`src/rtl/apb_pkg.sv`:
```
// Shared APB definitions: FSM state type, data width and wait-state limits.
package apb_pkg;

  localparam int unsigned DATA_W   = 8;
  localparam int unsigned MAX_WAIT = 15;
  localparam int unsigned CTR_W    = $clog2(MAX_WAIT + 1);

  typedef enum logic [1:0] {
    ST_IDLE   = 2'd0,
    ST_SETUP  = 2'd1,
    ST_ACCESS = 2'd2
  } apb_state_e;

endpackage

```
`src/rtl/apb_wait_ctr.sv`:
```
// Loadable wait-state down-counter; flags tell the completer when PREADY may rise.
module apb_wait_ctr
  import apb_pkg::*;
(
  input  logic             clk,
  input  logic             rst_n,
  input  logic             load,
  input  logic [CTR_W-1:0] load_val,
  input  logic             dec,
  output logic             zero_c,
  output logic             last_c
);

  logic [CTR_W-1:0] count;

  always_ff @(posedge clk) begin
    if (!rst_n) begin
      count <= '0;
    end else if (load) begin
      count <= load_val;
    end else if (dec && (count != '0)) begin
      count <= count - CTR_W'(1);
    end
  end

  // last_c: the next decrement reaches zero, so PREADY rises at this edge
  assign zero_c = (count == '0);
  assign last_c = (count == CTR_W'(1));

endmodule

```
`src/rtl/apb_completer_mem.sv`:
```
// APB completer with an 8-bit register memory and WAIT_STATES access stretch.
// Define APB_COMPLETER_PSLVERR_EN to flag addresses >= DEPTH on PSLVERR.
module apb_completer_mem
  import apb_pkg::*;
#(
  parameter int unsigned ADDR_W      = 9,
  parameter int unsigned DEPTH       = 256,
  parameter int unsigned WAIT_STATES = 1
) (
  input  logic              PCLK,
  input  logic              PRESETn,
  input  logic              PSEL,
  input  logic              PENABLE,
  input  logic              PWRITE,
  input  logic [ADDR_W-1:0] PADDR,
  input  logic [DATA_W-1:0] PWDATA,
  output logic [DATA_W-1:0] PRDATA,
  output logic              PREADY,
  output logic              PSLVERR
);

  localparam int unsigned      IDX_W   = $clog2(DEPTH);
  localparam logic [CTR_W-1:0] WS_LOAD = CTR_W'(WAIT_STATES);
  localparam bit               NO_WAIT = (WAIT_STATES == 0);

  apb_state_e       state;
  logic [IDX_W-1:0] idx_q;
  logic             oor_q;
  logic             write_q;
  logic [DATA_W-1:0] wdata_q;
  logic [DATA_W-1:0] mem [DEPTH];

  logic             start_c;
  logic             busy_c;
  logic             step_c;
  logic             raise_c;
  logic             oor_c;
  logic             r_oor_c;
  logic             r_wr_c;
  logic [IDX_W-1:0] r_idx_c;
  logic             ctr_zero_c;
  logic             ctr_last_c;

`ifdef APB_COMPLETER_PSLVERR_EN
  assign oor_c = ({1'b0, PADDR} >= (ADDR_W + 1)'(DEPTH));
`else
  // Upper address bits are ignored: out-of-range addresses alias in range
  logic unused_addr_c;
  assign oor_c         = 1'b0;
  assign unused_addr_c = ^(PADDR >> IDX_W);
`endif

  // A setup phase may follow the previous completion with no idle cycle
  assign start_c = PSEL && !PENABLE;
  assign busy_c  = (state != ST_IDLE) && PSEL && PENABLE && !PREADY;
  assign step_c  = busy_c && (ctr_last_c || ctr_zero_c);
  assign raise_c = start_c ? NO_WAIT : step_c;

  // Transfer attributes at the edge that raises PREADY (live bus when no wait)
  assign r_idx_c = start_c ? PADDR[IDX_W-1:0] : idx_q;
  assign r_oor_c = start_c ? oor_c : oor_q;
  assign r_wr_c  = start_c ? PWRITE : write_q;

  apb_wait_ctr u_wait_ctr (
    .clk      (PCLK),
    .rst_n    (PRESETn),
    .load     (start_c),
    .load_val (WS_LOAD),
    .dec      (busy_c),
    .zero_c   (ctr_zero_c),
    .last_c   (ctr_last_c)
  );

  always_ff @(posedge PCLK) begin
    if (!PRESETn) begin
      state   <= ST_IDLE;
      idx_q   <= '0;
      oor_q   <= 1'b0;
      write_q <= 1'b0;
      wdata_q <= '0;
      PRDATA  <= '0;
      PREADY  <= 1'b0;
      PSLVERR <= 1'b0;
      for (int unsigned i = 0; i < DEPTH; i++) begin
        mem[i] <= '0;
      end
    end else begin
      if (start_c) begin
        state   <= ST_SETUP;
        idx_q   <= PADDR[IDX_W-1:0];
        oor_q   <= oor_c;
        write_q <= PWRITE;
        wdata_q <= PWDATA;
      end else if (state != ST_IDLE) begin
        if (!PSEL) begin
          state <= ST_IDLE;
        end else if (PREADY) begin
          if (write_q && !oor_q) begin
            mem[idx_q] <= wdata_q;
          end
          state <= ST_IDLE;
        end else begin
          state <= ST_ACCESS;
        end
      end

      // PREADY/PSLVERR pulse for one cycle; a dropped PSEL never raises them
      PREADY  <= raise_c;
      PSLVERR <= raise_c && r_oor_c;
      if (raise_c && !r_wr_c) begin
        PRDATA <= r_oor_c ? '0 : mem[r_idx_c];
      end
    end
  end

endmodule

```
`config.mk`:
```
export PLATFORM = sky130hd
export DESIGN_NAME = apb_completer_mem
export DESIGN_NICKNAME = d
export VERILOG_FILES = /design/src/rtl/apb_pkg.sv /design/src/rtl/apb_wait_ctr.sv /design/src/rtl/apb_completer_mem.sv
export SDC_FILE = /design/constraint.sdc
export NUM_CORES = 2
export LEC_CHECK = 0
export CORE_ASPECT_RATIO = 0.6
export CORE_MARGIN = 2
export CORE_UTILIZATION = 69
export DETAILED_ROUTE_END_ITERATION = 16
export PLACE_DENSITY = 0.84
export SLEW_MARGIN = 10
export SYNTH_ARGS = -nofsm -noshare
export SYNTH_HDL_FRONTEND = slang
export SYNTH_SLANG_ARGS = --single-unit
export TNS_END_PERCENT = 10
```
`constraint.sdc`:
```
create_clock -name PCLK -period 7.7 [get_ports PCLK]
set_input_delay 1.155 -clock PCLK [delete_from_list [all_inputs] [get_ports PCLK]]
set_output_delay 1.155 -clock PCLK [all_outputs]
set_load 0.03 [all_outputs]
```
-- Word-level counts from Yosys, hierarchy flattened
Memories as Yosys holds them, arrays and structs flattened.
Cells that the tools add are included.
- add/sub/neg operators: 1
- reduce and logical (&&, ||, !) cells: 21
- eq/ne operators: 1
- bitwise logic cells: 1
- mux-type cells: 22
- operators by type and width (cell ; number):
    $mux 8 ; 4
    $mux 1 ; 16
    $logic_and 1x1->1 ; 9
    $reduce_or 8->1 ; 1
    $reduce_bool 2->1 ; 3
    $eq 4x1->1 const B ; 1
    $logic_not 1->1 ; 4
    $logic_not 4->1 ; 1
    $mux 2 ; 2
    $reduce_bool 4->1 ; 1
    $sub 4x1->4 const B ; 1
    $reduce_or 2->1 ; 1
    $logic_or 1x1->1 ; 1
    $not 1->1 ; 1
- logic and storage cells: 58
- RAM bits: 2048
- flip-flop bits (word level): 34
- memories: 1
- memory list (memory ; depth ; width ; rd ports ; clocked after memory_dff ; wr ports ; RTL line ; RTL):
    mem ; 256 ; 8 ; 1 ; 0 ; 256 ; apb_completer_mem.sv:31 ; logic [DATA_W-1:0] mem [DEPTH];

-- Logic depth before layout (Yosys ltp)
- depth in word-level cells: 11
- gate-level depth with buffers: 15
- mapped depth without buffers: 9

-- By module
A second synthesis with hierarchy kept.
- cell total of the unflattened synthesis: 8135
- area total of the unflattened synthesis: 100246.1 um^2
- by module, submodules not included (module ; cells an instance ; area an instance (um^2) ; sequential area each (um^2) ; times used):
    apb_completer_mem ; 8100 ; 99955.9 ; 62099.6 ; 1
    apb_wait_ctr ; 35 ; 290.3 ; 80.1 ; 1

-- Least setup slack after synthesis
No wires, ideal clock.
- path type: input port to flip-flop
- start point: input PRESETn
- end point: memory mem[108][0] (enable)
- slack: 3.887 ns
- arrival: 3.429 ns
- stages: 8
- buffers on the path: 3
- library setup time: 0.384 ns
- cell sequence: buf_2 > nor2b_1 > nand4_1 > nor2_1 > clkbuf_1 > nand4_1 > clkbuf_1 > o21ai_0
- RTL lines (what ; RTL line ; RTL):
    start: declaration ; apb_completer_mem.sv:11 ; input logic PRESETn,
    end: declaration ; apb_completer_mem.sv:31 ;

-- Worst setup path after layout
- start point: input PSEL
- end point: register PRDATA[4], read port of mem
- cells in the longest elaborated chain, start to end: 6
- elaborated cells between the ends (all ways): 13
- classes of those cells: mux (5); reduce/logical (7); memory (1)
- ends and longest elaborated chain (what ; RTL line ; RTL):
    start: declaration ; apb_completer_mem.sv:12 ; input logic PSEL,
    parallel branches: the longest is 6 deep, another holds $mem_v2 256x8 ; n/a ;
    end: declaration ; apb_completer_mem.sv:17 ; output logic [DATA_W-1:0] PRDATA,
Several ways; the timed one is not identified.
A chain may end at the register's enable or synchronous reset.

==> impl_metrics.csv <==
group,metric,value,unit
status,status,"finished, final reports clean",
clock_tree,numCtsBuffers,181,
power_and_ir_drop,ir_drop,0.207,mV
layout,fillers,8752,
timing,rsz0062_at_grt,"no",
power_and_ir_drop,cellLeakagePower,38.5,nW
synth,ys_seq_area_frac,0.614,
drt,totalWireLength,323000,um
worst_hold_path,hold_start,"PREADY",
critical_path,crit_path_cell_trace,"clkdlybuf4s50_1 > nand2b_4 > a21o_4 > buf_4 > a211oi_1 > o41ai_1 > nand4_1 > nor4_1 > buf_4 > nand4_1 > o31ai_1",
layout,nNetsFinal,8141,
global_routing,grt.total_usage,0.428,
drt,drt_first_iter_violations,13800,
synth,synth_area_leaders,"edfxtp_1, and2_1, mux2i_1, mux4_2, nand2_1",
critical_path,critPathKind,"input pin to register",
critical_path,worst_path_max_delay_cell,"o41ai_1",
layout,area_growth,7.87,%
global_routing,overflow,0,
synth,synth-edff-count,2048,
timing,final-max-slew-violation-count,0,
clock_tree,cts_resized,0,
timing,max-slew-margin-rel,0.0455,
layout,seq_area,0.0622,sq mm
drt,drcViolationCount,0,
timing,hold_violations,0,
critical_path,worst-path-stages,11,
clock_tree,clk_path_buf_depth,3,
synth,syn_nets,8358,
clock_tree,cts_hold_buf,0,
die,rows,108,
synth,ys_types,71,
clock_tree,clk_latency,870,ps
synth,synthFlopType,"edfxtp_1",
layout,multiInputGateArea,0.0355,sq mm
worst_hold_path,worstHoldPathCells,1,
synth,synth_top_area_frac,0.607,
placed_design,io_buffers,30,
timing,whs,511,ps
worst_hold_path,min_to,"state[1]",
synth,post-synth-top-count-cell,"and2_1",
synth,synth_commonest_cells,"and2_1, edfxtp_1, nand2_1",
critical_path,cp_max_fo,35,
flow_run,drv_cap,0,
synth,ys_seq_elements,2082,
global_routing,grt_max_degree,175,
global_routing,antenna_found_initial,20,
drt,via_per_inst,7.09,
global_routing,grt_pass1_vias,67100,
power_and_ir_drop,p_per_area,225,mW/mm^2
drt,via_count,72300,
timing,fmax,0.167,GHz
critical_path,critPathRequiredTime,8440,ps
critical_path,r2r_start,"idx_q[2]",
critical_path,max_stage_delay,1220,ps
worst_hold_path,hold_path.class,"register to register",
critical_path,timing.rr.end,"PRDATA[7]",
clock_tree,cts_tree,"done",
timing,finalClockSkew,39.9,ps
critical_path,reg2reg_slack,2490,ps
global_routing,grt_pass1_wl,463000,um
drt,drtAntennaViolNets,0,
timing,finalCritPeriodShare,0.776,
synth,synth_top_area_cell,"edfxtp_1",
die,fp.dieH,301,um
clock_tree,htreeDepth,4,
timing,max_slew.worst_pin.slew,1420,ps
timing,period_needed,5970,ps
critical_path,critPathTopFamily,"compound AO/OA/AOI/OAI gates",
die,die_width,499,um
clock_tree,clock-root-buffer,"clkbuf_16",
die,ioPinCount,32,
synth,synth_warnings,0,
critical_path,ff2ff_path_depth,9,
synth,syn_inst,8334,
drt,first_pass_iters,10,
clock_tree,cts.sinks,2082,
timing,final.setup.tns,0,ps
timing,final-setup-viol-count,0,
layout,drive_gt1_frac,0.0905,
placed_design,dpl.hpwl,208000,um
die,coreArea,0.145,sq mm
critical_path,crit_path_end_kind,"register",
synth,async_flop_share,0,
die,initial_utilization,0.698,
critical_path,critPathArrivalTime,6710,ps
die,die_area,0.150,sq mm
critical_path,startpoint_type,"input pin",
clock_tree,cts_setup_buffers,0,
drt,drt-wirelength-per-cell,31.6,um
placed_design,gp_congestion,0.993,
synth,synth.avg_cell_area,12.1,sq um
clock_tree,clk_pin_slew,70,ps
synth,syn_area,0.101,sq mm
critical_path,cp_num_buf_inv,3,
-- flip-flops by register name (all words and copies together), names as in the netlist --
| name | flops |
|---|---|
| state | 2 |
| mem | 2048 |
| idx_q | 8 |
| write_q | 1 |
| oor_q | 1 |
| u_wait_ctr.count | 4 |
| PRDATA | 8 |
| PREADY | 1 |
| wdata_q | 8 |
| PSLVERR | 1 |
-- routing by layer --
layer  up-vias  share of wire  wire (um)  track usage
met1     34900           0.34     111000        0.593
met5         -        0.00085        274            0
li1      29600              -          -            -
met3      1124           0.20      65700        0.214
met2      6746           0.40     128000        0.565
met4        22          0.055      17900        0.198
-- cell type report --
cell class                      count  share of cell area
Antenna cell                       15            0.000344
Clock buffer                      209              0.0424
Timing Repair Buffer              299              0.0232
Sequential cell                  2082               0.570
Clock inverter                    126              0.0122
Multi-Input combinational cell   5414               0.325
Inverter                          139             0.00478
Tap cell                         1925              0.0221
-- report_power, final --
group          total [mW]  internal, mW  switching [mW]
combinational        2.13         0.569            1.56
sequential           13.0          12.8           0.195
clock                9.42          5.02            4.41
total                24.5          18.4            6.17
-- logic make-up (layout without fill, tap and decap cells) --
family	after synthesis	in the layout	share of synthesized area
XOR/XNOR	3	3	0.000260
adder cells (fa/ha/maj)	2	2	0.000247
AND/OR/NAND/NOR	3682	3682	0.196
buffers and inverters	838	773	0.0384
AO/OA/AOI/OAI	1099	1099	0.0744
multiplexers	628	628	0.0771
other	0	15	0
flip-flops	2082	2082	0.614
-- worst max-delay path by stage --
stage,slack (ps),to,from
3_3_place_gp,1710,PRDATA[6],PSEL
3_5_place_dp,1460,PRDATA[4],PSEL
2_1_floorplan,3890,mem[108][0],PRESETn
5_1_grt,1960,PRDATA[4],PSEL
4_1_cts,2250,PRDATA[4],PSEL
6_report,1730,PRDATA[4],PSEL
-- cell usage in the layout, fill, tap and decap left out, types with 19 or more instances in the layout --
cell type and count:
and2_1 2056, edfxtp_1 2048, nand2_1 663, nor2_1 528, mux2i_1 486, a211oi_1 268, buf_4 254, o21ai_0 251
nand3_1 199, clkbuf_16 181, inv_1 139, mux4_2 120, o21ai_1 96, a32oi_1 88, a31oi_1 79, nor3_1 48
o211ai_1 46, nand4_1 44, clkinv_1 43, clkinv_2 40, o32ai_1 36, a21oi_1 33, nor4_1 28, clkbuf_1 28
clkdlybuf4s50_1 27, nand2b_1 25, dfxtp_1 24, o22ai_1 23, a22oi_1 23, bufinv_16 19
-- metrics by stage --
stage	cells	setup WS (ps)	power, mW	instance area [sq um]	utilization
after floorplan	8334	3890	14.4	101000	-
after global placement	9859	1710	15.1	103000	0.711
after detailed placement	9859	1460	15.2	103000	0.711
after CTS	10200	2250	24.3	109000	0.752
after global routing	10200	1960	24.9	109000	0.752
final	10200	1730	24.5	109000	0.753
(Power assumes the default switching activity.)
